File: src/rtl/pn_acq_ctrl.sv
// PN code acquisition controller: serial search, verify, and lock monitoring with phase-load strobes.
// Optional macro PN_DLL_TRACK_EN enables early/late delay-lock corrections while in TRACK.
module pn_acq_ctrl #(
   parameter int PIPE_COMP   = 5,
   parameter int SEARCH_STEP = 4,
   parameter int VERIFY_N    = 3,
   parameter int LOSS_N      = 4,
   parameter int DEAD_BAND   = 16
) (
   input  logic        clk,
   input  logic        rst,
   input  logic        enable,
   input  logic [15:0] thresh,
   input  logic [7:0]  addr_pn,
   input  logic        corr_valid,
   input  logic [15:0] e_pre,
   input  logic [15:0] e_mid,
   input  logic [15:0] e_aft,
   output logic        load,
   output logic [7:0]  addr_load,
   output logic        locked,
   output logic [1:0]  state,
   output logic        search_wrap
);

   typedef enum logic [1:0] {
      ST_IDLE   = 2'd0,
      ST_SEARCH = 2'd1,
      ST_VERIFY = 2'd2,
      ST_TRACK  = 2'd3
   } state_t;

`ifdef PN_DLL_TRACK_EN
   localparam logic DLL_EN = 1'b1;
`else
   localparam logic DLL_EN = 1'b0;
`endif

   localparam logic [5:0]  WRAP_CNT = 6'(248 / SEARCH_STEP);
   localparam logic [7:0]  PIPE_C   = 8'(PIPE_COMP);
   localparam logic [7:0]  STEP_C   = 8'(SEARCH_STEP);
   localparam logic [7:0]  VERIFY_C = 8'(VERIFY_N);
   localparam logic [7:0]  LOSS_C   = 8'(LOSS_N);
   localparam logic [16:0] BAND_C   = 17'(DEAD_BAND);

   // Both operands are already in 0..247, so one conditional subtract keeps the result in range.
   function automatic logic [7:0] add_mod248(input logic [7:0] a, input logic [7:0] b);
      logic [8:0] sum;
      sum = {1'b0, a} + {1'b0, b};
      if (sum >= 9'd248) begin
         sum = sum - 9'd248;
      end else begin
         sum = sum;
      end
      return sum[7:0];
   endfunction

   state_t      state_r, state_nxt_s;
   logic [5:0]  slip_cnt_r, slip_cnt_nxt_s;
   logic [7:0]  hit_cnt_r, hit_cnt_nxt_s;
   logic [7:0]  loss_cnt_r, loss_cnt_nxt_s;
   logic        blank_r, blank_nxt_s;
   logic        load_r, load_nxt_s;
   logic [7:0]  addr_load_r, addr_load_nxt_s;
   logic        locked_r, locked_nxt_s;
   logic        wrap_r, wrap_nxt_s;
   logic        hit_s, act_s, adv_s, ret_s, slip_req_s;
   logic [7:0]  slip_d_s;

   // Next-state, counters and load request, evaluated once per strobe.
   always_comb begin
      state_nxt_s     = state_r;
      slip_cnt_nxt_s  = slip_cnt_r;
      hit_cnt_nxt_s   = hit_cnt_r;
      loss_cnt_nxt_s  = loss_cnt_r;
      blank_nxt_s     = blank_r;
      addr_load_nxt_s = addr_load_r;
      load_nxt_s      = 1'b0;
      wrap_nxt_s      = 1'b0;
      slip_req_s      = 1'b0;
      slip_d_s        = 8'd0;
      hit_s = (e_mid >= thresh);
      act_s = corr_valid & ~blank_r;
      adv_s = DLL_EN & ({1'b0, e_pre} > ({1'b0, e_aft} + BAND_C));
      ret_s = DLL_EN & ({1'b0, e_aft} > ({1'b0, e_pre} + BAND_C));

      if (!enable) begin
         state_nxt_s    = ST_IDLE;
         slip_cnt_nxt_s = 6'd0;
         hit_cnt_nxt_s  = 8'd0;
         loss_cnt_nxt_s = 8'd0;
         blank_nxt_s    = 1'b0;
      end else begin
         // A strobe arriving while blanked only consumes the blanking flag.
         if (corr_valid) begin
            blank_nxt_s = 1'b0;
         end else begin
            blank_nxt_s = blank_r;
         end
         case (state_r)
            ST_IDLE: begin
               state_nxt_s    = ST_SEARCH;
               slip_cnt_nxt_s = 6'd0;
               hit_cnt_nxt_s  = 8'd0;
               loss_cnt_nxt_s = 8'd0;
               blank_nxt_s    = 1'b0;
            end
            ST_SEARCH: begin
               if (act_s && hit_s) begin
                  state_nxt_s   = ST_VERIFY;
                  hit_cnt_nxt_s = 8'd1;
               end else if (act_s) begin
                  slip_req_s = 1'b1;
                  slip_d_s   = STEP_C;
                  if (slip_cnt_r + 6'd1 == WRAP_CNT) begin
                     wrap_nxt_s     = 1'b1;
                     slip_cnt_nxt_s = 6'd0;
                  end else begin
                     slip_cnt_nxt_s = slip_cnt_r + 6'd1;
                  end
               end else begin
                  state_nxt_s = state_r;
               end
            end
            ST_VERIFY: begin
               if (act_s && hit_s) begin
                  hit_cnt_nxt_s = hit_cnt_r + 8'd1;
                  if (hit_cnt_r + 8'd1 == VERIFY_C) begin
                     state_nxt_s    = ST_TRACK;
                     loss_cnt_nxt_s = 8'd0;
                  end else begin
                     state_nxt_s = ST_VERIFY;
                  end
               end else if (act_s) begin
                  state_nxt_s = ST_SEARCH;
                  slip_req_s  = 1'b1;
                  slip_d_s    = STEP_C;
               end else begin
                  state_nxt_s = state_r;
               end
            end
            ST_TRACK: begin
               if (act_s && !hit_s && (loss_cnt_r + 8'd1 == LOSS_C)) begin
                  state_nxt_s    = ST_SEARCH;
                  loss_cnt_nxt_s = 8'd0;
                  slip_req_s     = 1'b1;
                  slip_d_s       = STEP_C;
               end else if (act_s) begin
                  loss_cnt_nxt_s = hit_s ? 8'd0 : loss_cnt_r + 8'd1;
                  // Loss takes priority above; only then is the delay-lock correction issued.
                  if (adv_s) begin
                     slip_req_s = 1'b1;
                     slip_d_s   = 8'd1;
                  end else if (ret_s) begin
                     slip_req_s = 1'b1;
                     slip_d_s   = 8'd247;
                  end else begin
                     slip_req_s = 1'b0;
                  end
               end else begin
                  state_nxt_s = state_r;
               end
            end
            default: begin
               state_nxt_s = ST_IDLE;
            end
         endcase
      end

      if (slip_req_s) begin
         load_nxt_s      = 1'b1;
         addr_load_nxt_s = add_mod248(add_mod248(addr_pn, PIPE_C), slip_d_s);
         blank_nxt_s     = 1'b1;
      end else begin
         load_nxt_s = 1'b0;
      end
      locked_nxt_s = (state_nxt_s == ST_TRACK);
   end

   // State and registered outputs with synchronous reset.
   always_ff @(posedge clk) begin
      if (rst) begin
         state_r     <= ST_IDLE;
         slip_cnt_r  <= 6'd0;
         hit_cnt_r   <= 8'd0;
         loss_cnt_r  <= 8'd0;
         blank_r     <= 1'b0;
         load_r      <= 1'b0;
         addr_load_r <= 8'd0;
         locked_r    <= 1'b0;
         wrap_r      <= 1'b0;
      end else begin
         state_r     <= state_nxt_s;
         slip_cnt_r  <= slip_cnt_nxt_s;
         hit_cnt_r   <= hit_cnt_nxt_s;
         loss_cnt_r  <= loss_cnt_nxt_s;
         blank_r     <= blank_nxt_s;
         load_r      <= load_nxt_s;
         addr_load_r <= addr_load_nxt_s;
         locked_r    <= locked_nxt_s;
         wrap_r      <= wrap_nxt_s;
      end
   end

   assign load        = load_r;
   assign addr_load   = addr_load_r;
   assign locked      = locked_r;
   assign state       = state_r;
   assign search_wrap = wrap_r;

endmodule
File: config.mk
export PLATFORM = sky130hd
export DESIGN_NAME = pn_acq_ctrl
export DESIGN_NICKNAME = d
export VERILOG_FILES = /design/src/rtl/pn_acq_ctrl.sv
export SDC_FILE = /design/constraint.sdc
export NUM_CORES = 1
export LEC_CHECK = 0
export BUFFER_PORTS_ARGS = -buffer_cell sky130_fd_sc_hd__buf_2
export CAP_MARGIN = 20
export CORE_MARGIN = 5
export CORE_UTILIZATION = 40
export CTS_CLUSTER_SIZE = 16
export DETAILED_ROUTE_END_ITERATION = 10
export GPL_ROUTABILITY_DRIVEN = 0
export GPL_TIMING_DRIVEN = 0
export PLACE_DENSITY_LB_ADDON = 0.08
export RECOVER_POWER = 25
export SLEW_MARGIN = 30
export SYNTH_ARGS = -nofsm -noshare
export SYNTH_HDL_FRONTEND = slang
export SYNTH_SLANG_ARGS = --single-unit
File: constraint.sdc
create_clock -name clk -period 7.15 [get_ports clk]
set_clock_uncertainty 0.2 [all_clocks]
set_input_delay 1.0725 -clock clk [delete_from_list [all_inputs] [get_ports clk]]
set_output_delay 1.0725 -clock clk [all_outputs]
set_load 0.03 [all_outputs]
==> summary.md, run 1 <==
| Metric | Value |
|---|---|
| Seq cells post-synth | 36 |
| Std cell rows | 32 |
| Initial antenna violation count | 0 |
| Mapped cell area | 3070 sq um |
| Hold Buf Count CTS | 0 |
| Layout cells sized above 1 | 0.162 |
| Worst Path Arrival | ~5.3 ns |
| Port bufs | 55 |
| Combinational share of power | 0.209 |
| DPL Wire Length | about 5.7 mm |
| Post-placement cell area | 3470 sq um |
| Actual slew at the worst max-slew pin | between 0.7 and 0.8 ns |
| Count leader, synth | dfxtp_1 |
| Crit path from | thresh[0] |
| Top post-synthesis cells by count | dfxtp_1, ha_1, a21oi_1 |
| Die Wd | between 90 and 100 um |
| Worst min path class | reg2reg |
| Crit-path max cell delay | approximately 0.54 ns |
| Total track usage | 0.156 |
| Final Instance Area | about 3600 sq um |
| Max Cap Viol | 0 |
| Origin of the critical flop-to-flop path | loss_cnt_r[2]$_SDFFE_PP0P_ |
| Setup Viol. Count Final | 0 |
| Crit path time final | roughly 5.3 ns |
| Top-area cell type share of the netlist area | 0.235 |
| Initial Util | 0.404 |
| Critical-path top delay cell | a222oi_1 |
| Drt drc | 0 |
| FILL cells | just under 800 |
| Reg clk slew, reported paths | ~0.070 ns |
| Most area-hungry cell type in the Yosys netlist | dfxtp_1 |
| Fmax | between 150 and 200 MHz |
| RSZ-0062 raised after global routing | no |
| Outcome | complete, no violations |
| I/O Pins | 89 |
| Largest net degree at the start of global routing | 12 |
| CP max FO | 8 |
| Startpoint Class | input pin |
| Drt wl/cell | ~13 um |
| Ant diodes | 0 |
| Kind of critical path | in2reg |
| Most used cell along the critical path | ha_1 |
| Root Buffer | clkbuf_8 |
| Setup TNS | 0 ns |
| First-pass GRT wire length | between 10 and 15 mm |
| Synth cell types | 70 |
| Switch Pwr | between 0.0001 and 0.00015 W |
| Gr ovfl total | 0 |
| Worst VDD drop | ~83 uV |
| Synth-to-layout area growth | 16.1% |
| Num CTS Buffers | 5 |
| Worst slew margin | 0.494 |
| Clock Path Buffers | 2 |
| Post-CTS setup buffers | 0 |
| Ys async rst share | 0 |
| Placeable Area | between 7000 and 8000 sq um |
| Layout Nets | approximately 560 |
| Reg power frac | 0.417 |
| Drt via density | between 5 and 6 |
| Htree depth | 2 |
| CP required | around 7.1 ns |
| PostCTS Resize Cnt | 0 |
| CTS tree | built |
| Total number of vias | a little under 3k |
| Clock Power Share | 0.375 |
| Cell count after synthesis | 389 |
| Post-synth EDFFs | 0 |
| R2r setup slk | approximately 2.7 ns |
| Fin crit share | 0.743 |
| Hold Vio Cnt, Final | 0 |
| Leak Pwr | roughly 1.5 nW |
| Vias in the first global route | between 2k and 3k |
| Post-Syn Nets | about 500 |
| Final ANT Viol Nets | 0 |
| Largest cells by area after synthesis | dfxtp_1, ha_1, a21oi_1, xnor2_1, nand3_1 |
| Initial DRC Count | roughly 110 |
| Crit. End Element | flop |
| Area of the die | roughly 9500 sq um |
| R2r endpoint | addr_load[6]$_SDFFE_PP0P_ |
| Power density over cell area | between 100 and 150 nW/um^2 |
| Main synth FF type | dfxtp_1 |
| Sink Count | 36 |
| Cell Chain, Critical Path | buf_2, ha_1, nand2b_1, a21o_1, a21oi_1, o21ai_0, o21ai_1, nand4_1, clkinv_1, ha_1, ha_1, inv_1, a2111o_1, a21o_1, a222oi_1, o2111ai_1, a32o_1 |
| Synthesis Warnings | 0 |
| Critical path endpoint | addr_load[6]$_SDFFE_PP0P_ |
| Max Transition Viols Final | 0 |
| Internal power | roughly 0.00035 W |
| Die height | between 90 and 100 um |
| Synthesized area per cell | around 7.9 sq um |
| DR pass1 iterations | 4 |
| Worst reg2reg path depth | 15 |
| Sw frac | 0.285 |
| Worst-Skew Late Latency | just under 0.3 ns |
| Sequential share of the synthesized area | 0.235 |
| DRT Wirelength | around 7.2 mm |
## worst max-delay path: cells and delay by family
family / cells / cell delay, ns
compound gates: 9 / 2.39
buf+inv: 3 / 0.49
fa+ha+maj: 3 / 0.78
simple gates: 2 / 0.57
## metrics by stage
stage,total power (W),util,hold WS (ns),instances,setup WS [ns]
floorplan,0.000275,-,0.257,389,2.33
global placement,0.000307,0.457,0.245,546,1.51
detailed placement,0.000308,0.457,0.250,546,1.52
CTS,0.000490,0.471,0.261,554,1.82
global route,0.000512,0.469,0.288,554,1.46
finish,0.000485,0.469,0.261,554,1.84
## kinds of logic after synthesis
kind of cell,Yosys count,share of synthesized area
flip-flops,36,0.235
XOR/XNOR,20,0.0595
buffers and inverters,36,0.0440
AO/OA/AOI/OAI,108,0.239
adder cells (fa/ha/maj),32,0.130
AND/OR/NAND/NOR,149,0.265
multiplexers,8,0.0277
## sequential cells by signal (all words and copies together), names as in the netlist
register and count:
state 2, loss_cnt_r 8, search_wrap 1, blank_r 1, load 1, slip_cnt_r 6
hit_cnt_r 8, addr_load 8, locked 1
## worst min path at each step
stage	from	endpoint	slack [ns]	cells after the start
2_1_floorplan	hit_cnt_r[6]$_SDFFE_PP0P_	hit_cnt_r[6]$_SDFFE_PP0P_	0.26	2
3_3_place_gp	addr_load[2]$_SDFFE_PP0P_	addr_load[2]$_SDFFE_PP0P_	0.25	2
3_5_place_dp	addr_load[1]$_SDFFE_PP0P_	addr_load[1]$_SDFFE_PP0P_	0.25	2
4_1_cts	addr_load[2]$_SDFFE_PP0P_	addr_load[2]$_SDFFE_PP0P_	0.26	2
5_1_grt	addr_load[2]$_SDFFE_PP0P_	addr_load[2]$_SDFFE_PP0P_	0.29	2
6_report	addr_load[1]$_SDFFE_PP0P_	addr_load[1]$_SDFFE_PP0P_	0.26	2
## metal layers
metal / track usage / part of all wire
met5: 0 / 0
met4: 0.0426 / 0.013
met3: 0.0302 / 0.045
met2: 0.263 / 0.46
met1: 0.204 / 0.49
## layout by cell type, fill, tap and decap left out, types with 3 or more instances in the layout
cell type / count
a31oi_1: 5
mux2i_1: 4
and3_1: 10
nor3_1: 12
or3_1: 5
ha_1: 32
nor2_1: 27
o21ai_0: 18
nand3b_1: 6
xor2_1: 5
nand2_1: 25
nand3_1: 23
nand2b_1: 3
clkbuf_1: 21
nor4b_1: 3
a21o_1: 11
dfxtp_1: 36
inv_1: 27
clkbuf_8: 5
a211oi_1: 3
o211ai_1: 3
and2_1: 3
buf_2: 43
nor2b_1: 9
nand4_1: 5
a21oi_1: 31
xnor2_1: 14
mux2_2: 4
a22oi_1: 3
## power by group through the flow
stage	registers [W]	logic, W	clock network (W)
global route	0.000202	0.000115	0.000195
CTS	0.000202	0.000102	0.000187
floorplan	0.000208	0.0000678	0
global placement	0.000207	0.000100	0
finish	0.000202	0.000101	0.000182
detailed placement	0.000207	0.000101	0
## layout make-up
type                    count  area (sq um)  share of cell area
multi-input cells         317          2220               0.621
well taps                 102           128              0.0358
clock buffers               6          72.6              0.0203
plain buffers               8          30.0             0.00842
inverters                  28           105              0.0295
flip-flops and latches     36           721               0.202
repair buffers             55           260              0.0730
clock inverters             2          35.0             0.00982
Note: power is estimated with default switching activity, not from simulation.
==> run 2: changes to the inputs <==
==> constraint.sdc (replaced) <==
create_clock -name clk -period 4.45 [get_ports clk]
set_clock_uncertainty 0.2 [all_clocks]
set_input_delay 0.6675 -clock clk [delete_from_list [all_inputs] [get_ports clk]]
set_output_delay 0.6675 -clock clk [all_outputs]
set_load 0.03 [all_outputs]
==> run 2 against run 1 <==
Cell area up 2.9%. Sequential cell count stayed put. Clock-buffer cell count unchanged. Setup slack worse by 1.6 ns. Global-route usage up 0.10 points.
==> summary.md, run 2 (same netlist as run 1, synthesis figures left out) <==
| Metric | Value |
|---|---|
| RSZ-0062 raised after global routing | no |
| Worst VDD drop | ~130 uV |
| Crit path max-delay family | compound AO/OA/AOI/OAI gates |
| Root Buffer | clkbuf_8 |
| First-pass GRT wire length | roughly 13 mm |
| Clock Power Share | 0.370 |
| Largest net degree at the start of global routing | 12 |
| CTS tree | built |
| CP required | ~4.4 ns |
| Total track usage | 0.158 |
| R2r setup slk | about 0.48 ns |
| Max Transition Viols Final | 0 |
| DR pass1 iterations | 4 |
| Hold wc startpoint | addr_load[1]$_SDFFE_PP0P_ |
| Die height | slightly below 100 um |
| Worst Path Arrival | ~4.2 ns |
| Crit-path max cell delay | between 0.3 and 0.4 ns |
| Reg power frac | 0.413 |
| Power density over cell area | roughly 210 nW/um^2 |
| Layout Nets | roughly 570 |
| Vias in the first global route | about 2.9k |
| Cell Chain, Critical Path | buf_2, inv_1, ha_1, a21o_1, a21o_1, a211oi_4, and2_4, nand4_1, inv_2, ha_1, ha_2, inv_1, a2111o_1, a21o_1, a222oi_1, buf_4, o2111ai_1, a32o_1 |
| FILL cells | 775 |
| Gr ovfl total | 0 |
| Actual slew at the worst max-slew pin | 0.744 ns |
| Most common cell after layout, fill and taps aside | buf_2 |
| Fin crit share | 0.942 |
| Startpoint Class | input pin |
| Placeable Area | ~7600 sq um |
| Most used cell along the critical path | a21o_1 |
| Sink Count | 36 |
| Layout Cells excl Fill | 563 |
| Ant diodes | 0 |
| Setup Viol. Count Final | 0 |
| Combinational share of power | 0.218 |
| Std cell rows | 32 |
| Area of the die | 9530 sq um |
| Final ANT Viol Nets | 0 |
| Htree depth | 2 |
| Die Wd | around 98 um |
| Sw frac | 0.286 |
| Num CTS Buffers | 5 |
| Outcome | complete, no violations |
| Commonest non-fill, non-tap cells in the layout | buf_2, dfxtp_1, a21oi_1, ha_1 |
| Worst-Skew Late Latency | between 0.2 and 0.3 ns |
| Switch Pwr | roughly 0.00023 W |
| Total number of vias | about 3k |
| Cell count after placement | approximately 550 |
| Reg clk slew, reported paths | approximately 0.07 ns |
| Final Util | 0.483 |
| Crit path from | thresh[13] |
| Kind of critical path | in2reg |
| Layout cells sized above 1 | 0.193 |
| Hold-critical path endpoint | addr_load[1]$_SDFFE_PP0P_ |
| Initial DRC Count | 105 |
| Port bufs | 55 |
| Crit path time final | ~4.2 ns |
| Drt drc | 0 |
| Origin of the critical flop-to-flop path | loss_cnt_r[0]$_SDFFE_PP0P_ |
| R2r endpoint | addr_load[6]$_SDFFE_PP0P_ |
| Drt via density | 5.33 |
| Hold depth | 2 |
| DRT Wirelength | 7.39 mm |
| Initial Util | 0.404 |
| CP bufs+invs | 5 |
| Setup TNS | 0 ns |
| Drt wl/cell | 13.1 um |
| Crit. End Element | flop |
| Leak Pwr | around 1.6 nW |
| Worst reg2reg path depth | 17 |
| Worst slew margin | 0.502 |
| DPL Wire Length | approximately 5.7 mm |
| Critical-path top delay cell | a2111o_1 |
| Clock Path Buffers | 2 |
| Worst min path class | reg2reg |
| Min Hold Slack | 0.259 ns |
| Initial antenna violation count | 0 |
| CP max FO | 6 |
| Fmax | 239 MHz |
| Synth-to-layout area growth | 19.6% |
| Internal power | about 0.00056 W |
| Hold Vio Cnt, Final | 0 |
| Max Cap Viol | 0 |
| I/O Pins | 89 |
[run 2: cell count changes in the layout (fill, tap and decap cells not counted), sizes merged]
cell / delta
buf: +9
clkinv: -1
inv: +1
[run 2: cell type report]
cell class / instances / area (sq um) / share of cell area
Buffer: 8 / 30.0 / 0.00818
Clock buffer: 6 / 72.6 / 0.0198
Multi-Input combinational cell: 317 / 2250 / 0.614
Tap cell: 102 / 128 / 0.0348
Clock inverter: 2 / 35.0 / 0.00954
Inverter: 28 / 105 / 0.0286
Timing Repair Buffer: 64 / 328 / 0.0893
Sequential cell: 36 / 721 / 0.196
[run 2: how the worst max path moves through the flow]
stage	to	slack, ns	depth (start not counted)
after global placement	addr_load[6]$_SDFFE_PP0P_	-0.78	17
after floorplan	addr_load[6]$_SDFFE_PP0P_	0.04	16
after global routing	addr_load[6]$_SDFFE_PP0P_	0.01	18
after detailed placement	addr_load[6]$_SDFFE_PP0P_	-0.77	17
after CTS	addr_load[6]$_SDFFE_PP0P_	0.11	17
final	addr_load[6]$_SDFFE_PP0P_	0.26	18
[run 2: power groups by stage]
stage | Sequential (W) | Clock (W) | Combinational, W
6_report | 0.000325 | 0.000291 | 0.000171
4_1_cts | 0.000325 | 0.000300 | 0.000166
5_1_grt | 0.000325 | 0.000313 | 0.000193
3_5_place_dp | 0.000332 | 0 | 0.000162
3_3_place_gp | 0.000332 | 0 | 0.000161
2_1_floorplan | 0.000334 | 0 | 0.000109
[run 2: layer usage]
layer / track usage / part of all wire / up-vias / wire length, um
li1: - / - / 1564 / -
met3: 0.0302 / 0.051 / 6 / 377
met4: 0.0426 / 0.0095 / 0 / 70
met2: 0.265 / 0.47 / 76 / 3460
met5: 0 / 0 / - / 0
met1: 0.205 / 0.47 / 1352 / 3490
[run 2: what timing repair did]
| item | CTS | global route |
|---|---|---|
| hold buffers | 0 | 0 |
| pin swaps | 2 | 4 |
| gates resized for setup | 2 | 11 |
| buffers inserted | 3 | 6 |
| endpoints found under the setup margin | 4 | 3 |
| endpoints found under the hold margin | 0 | 0 |
[run 2: metrics by stage]
stage	setup slack, ns	total power [W]	instance area, sq um
4_1_cts	0.113	0.000790	3610
3_5_place_dp	-0.773	0.000494	3470
6_report	0.259	0.000786	3670
2_1_floorplan	0.0394	0.000443	3070
5_1_grt	0.0114	0.000831	3670
3_3_place_gp	-0.783	0.000493	3470
[run 2: worst reg2reg max path, delay by kind of cell (launching register included)]
family | cells | cell delay, ns
xor gates and xnor gates | 1 | 0.15
and+or+nand+nor | 3 | 0.47
AOI/OAI and AO/OA | 7 | 1.51
adders and majority gates | 3 | 0.72
buffers and inverters | 3 | 0.44
DFF | 1 | 0.40
==> run 3: changes to the inputs <==
--- a/config.mk
+++ b/config.mk
@@ -8,7 +8,7 @@
 export BUFFER_PORTS_ARGS = -buffer_cell sky130_fd_sc_hd__buf_2
 export CAP_MARGIN = 20
 export CORE_MARGIN = 5
-export CORE_UTILIZATION = 40
+export CORE_UTILIZATION = 48
 export CTS_CLUSTER_SIZE = 16
 export DETAILED_ROUTE_END_ITERATION = 10
 export GPL_ROUTABILITY_DRIVEN = 0
==> run 3 against run 2 <==
Cell count shrank 4.8%. Die area shrank 15%. Fmax shrank 0.59%. Highest routed layer unchanged. Largest power group unchanged.
==> summary.md, run 3 (same netlist as run 1, synthesis figures left out) <==
| Metric | Value |
|---|---|
| Outcome | complete, no violations |
| Drt wl/cell | between 10 and 15 um |
| Worst min path class | reg2reg |
| Crit path time final | between 4 and 5 ns |
| Drt via density | roughly 5.7 |
| Fin crit share | 0.947 |
| Hold Vio Cnt, Final | 0 |
| Max Transition Viols Final | 0 |
| Vias in the first global route | approximately 2.8k |
| Actual slew at the worst max-slew pin | ~0.67 ns |
| Leak Pwr | ~1.6 nW |
| Total track usage | 0.172 |
| Worst slew margin | 0.551 |
| Crit-path max cell delay | roughly 0.34 ns |
| DPL Wire Length | roughly 5.7 mm |
| Cell Chain, Critical Path | buf_2, inv_1, ha_1, a21o_1, a21o_1, a211oi_4, and2_4, nand4_1, inv_2, ha_1, a21bo_2, a31oi_2, nand4_1, a21o_1, a222oi_1, buf_4, o2111ai_1, a32o_1 |
| Layout Nets | 566 |
| Power density over cell area | ~220 nW/um^2 |
| Commonest non-fill, non-tap cells in the layout | buf_2, dfxtp_1, a21oi_1, ha_1 |
| Crit. End Element | flop |
| Initial antenna violation count | 0 |
| Final ANT Viol Nets | 0 |
| First-pass GRT wire length | around 12 mm |
| CTS tree | built |
| Min Hold Slack | roughly 0.26 ns |
| Most used cell along the critical path | a21o_1 |
| Startpoint Class | input pin |
| Die Wd | around 90 um |
| Drt drc | 0 |
| DRT Wirelength | 7.32 mm |
| Fmax | 237 MHz |
| Root Buffer | clkbuf_8 |
| Gr ovfl total | 0 |
| DR pass1 iterations | 4 |
| Die height | about 90 um |
| Kind of critical path | in2reg |
| Total number of vias | 3059 |
| Initial Util | 0.489 |
| Std cell rows | 29 |
| Worst Path Arrival | about 4.2 ns |
| Final Instance Area | 3650 sq um |
| Setup Viol. Count Final | 0 |
| Num CTS Buffers | 5 |
| CP required | roughly 4.4 ns |
| CP max FO | 5 |
| Initial DRC Count | between 150 and 200 |
| Post-placement cell area | 3440 sq um |
| Largest net degree at the start of global routing | 13 |
| I/O Pins | a little under 90 |
| Ant diodes | 0 |
| Worst VDD drop | between 100 and 150 uV |
| Reg clk slew, reported paths | 0.08 ns |
| Critical-path top delay cell | a211oi_4 |
| Htree depth | 2 |
| Layout cells sized above 1 | 0.196 |
| Synth-to-layout area growth | 18.9% |
| Placeable Area | between 6000 and 7000 sq um |
| Most common cell after layout, fill and taps aside | buf_2 |
| Sink Count | 36 |
| Setup TNS | 0 ns |
| Clock Path Buffers | 2 |
| Worst-Skew Late Latency | about 0.29 ns |
| Area of the die | approximately 8100 sq um |
| Max Cap Viol | 0 |
| Port bufs | between 50 and 60 |
[run 3: changes by cell type in the layout (fill, tap and decap cells not counted), sizes merged]
cell / delta
clkbuf: -1
buf: -2
clkinvlp: +1
[run 3: power breakdown]
group | switching, W | internal [W] | leakage (nW)
clock network | 0.000126 | 0.000166 | 0.0541
logic | 0.000100 | 0.0000733 | 1.22
registers | 0.00000133 | 0.000323 | 0.290
[run 3: cell type report]
type | instances | area (sq um)
Fill cell | 610 | 2620
Multi-Input combinational cell | 317 | 2280
Sequential cell | 36 | 721
Timing Repair Buffer | 62 | 313
Inverter | 28 | 105
Tap cell | 77 | 96.3
Clock buffer | 5 | 68.8
Clock inverter | 3 | 42.5
Buffer | 8 | 30.0
[run 3: path summary, 6_finish.rpt]
| check | startpoint | slack (ns) | cells after the start | endpoint |
|---|---|---|---|---|
| max | thresh[13] | 0.23 | 18 | addr_load[6]$_SDFFE_PP0P_ |
| min | addr_load[1]$_SDFFE_PP0P_ | 0.26 | 2 | addr_load[1]$_SDFFE_PP0P_ |
| max reg2reg | loss_cnt_r[0]$_SDFFE_PP0P_ | 0.45 | 17 | addr_load[6]$_SDFFE_PP0P_ |
| min reg2reg | addr_load[1]$_SDFFE_PP0P_ | 0.26 | 2 | addr_load[1]$_SDFFE_PP0P_ |
[run 3: per-layer routing]
metal  vias to the layer above  wire length [um]  share of wire  GRT usage
met3                        13               340          0.046     0.0417
met1                      1416              3230           0.44      0.203
met2                        65              3600           0.49      0.304
met4                         0               149          0.020     0.0596
li1                       1565                 -              -          -
met5                         -                 0              0          0
[run 3: critical path: cells and delay by family]
family | cells | cell delay [ns]
buffers and inverters | 4 | 0.47
AOI/OAI and AO/OA | 9 | 2.03
adders and majority gates | 2 | 0.55
and+or+nand+nor | 3 | 0.50
[run 3: what timing repair did]
item	CTS	global route
gates resized for setup	2	12
buffers inserted	2	5
gates cloned	0	0
hold buffers	0	0
pin swaps	2	4
endpoints found under the setup margin	4	3
[run 3: stage by stage]
step,power [W],std cells,utilization,setup slack (ns)
finish,0.000789,536,0.582,0.234
global route,0.000831,536,0.582,-0.0213
CTS,0.000789,531,0.570,0.0737
detailed placement,0.000494,521,0.549,-0.808
global placement,0.000491,521,0.549,-0.761
floorplan,0.000443,389,-,0.0394
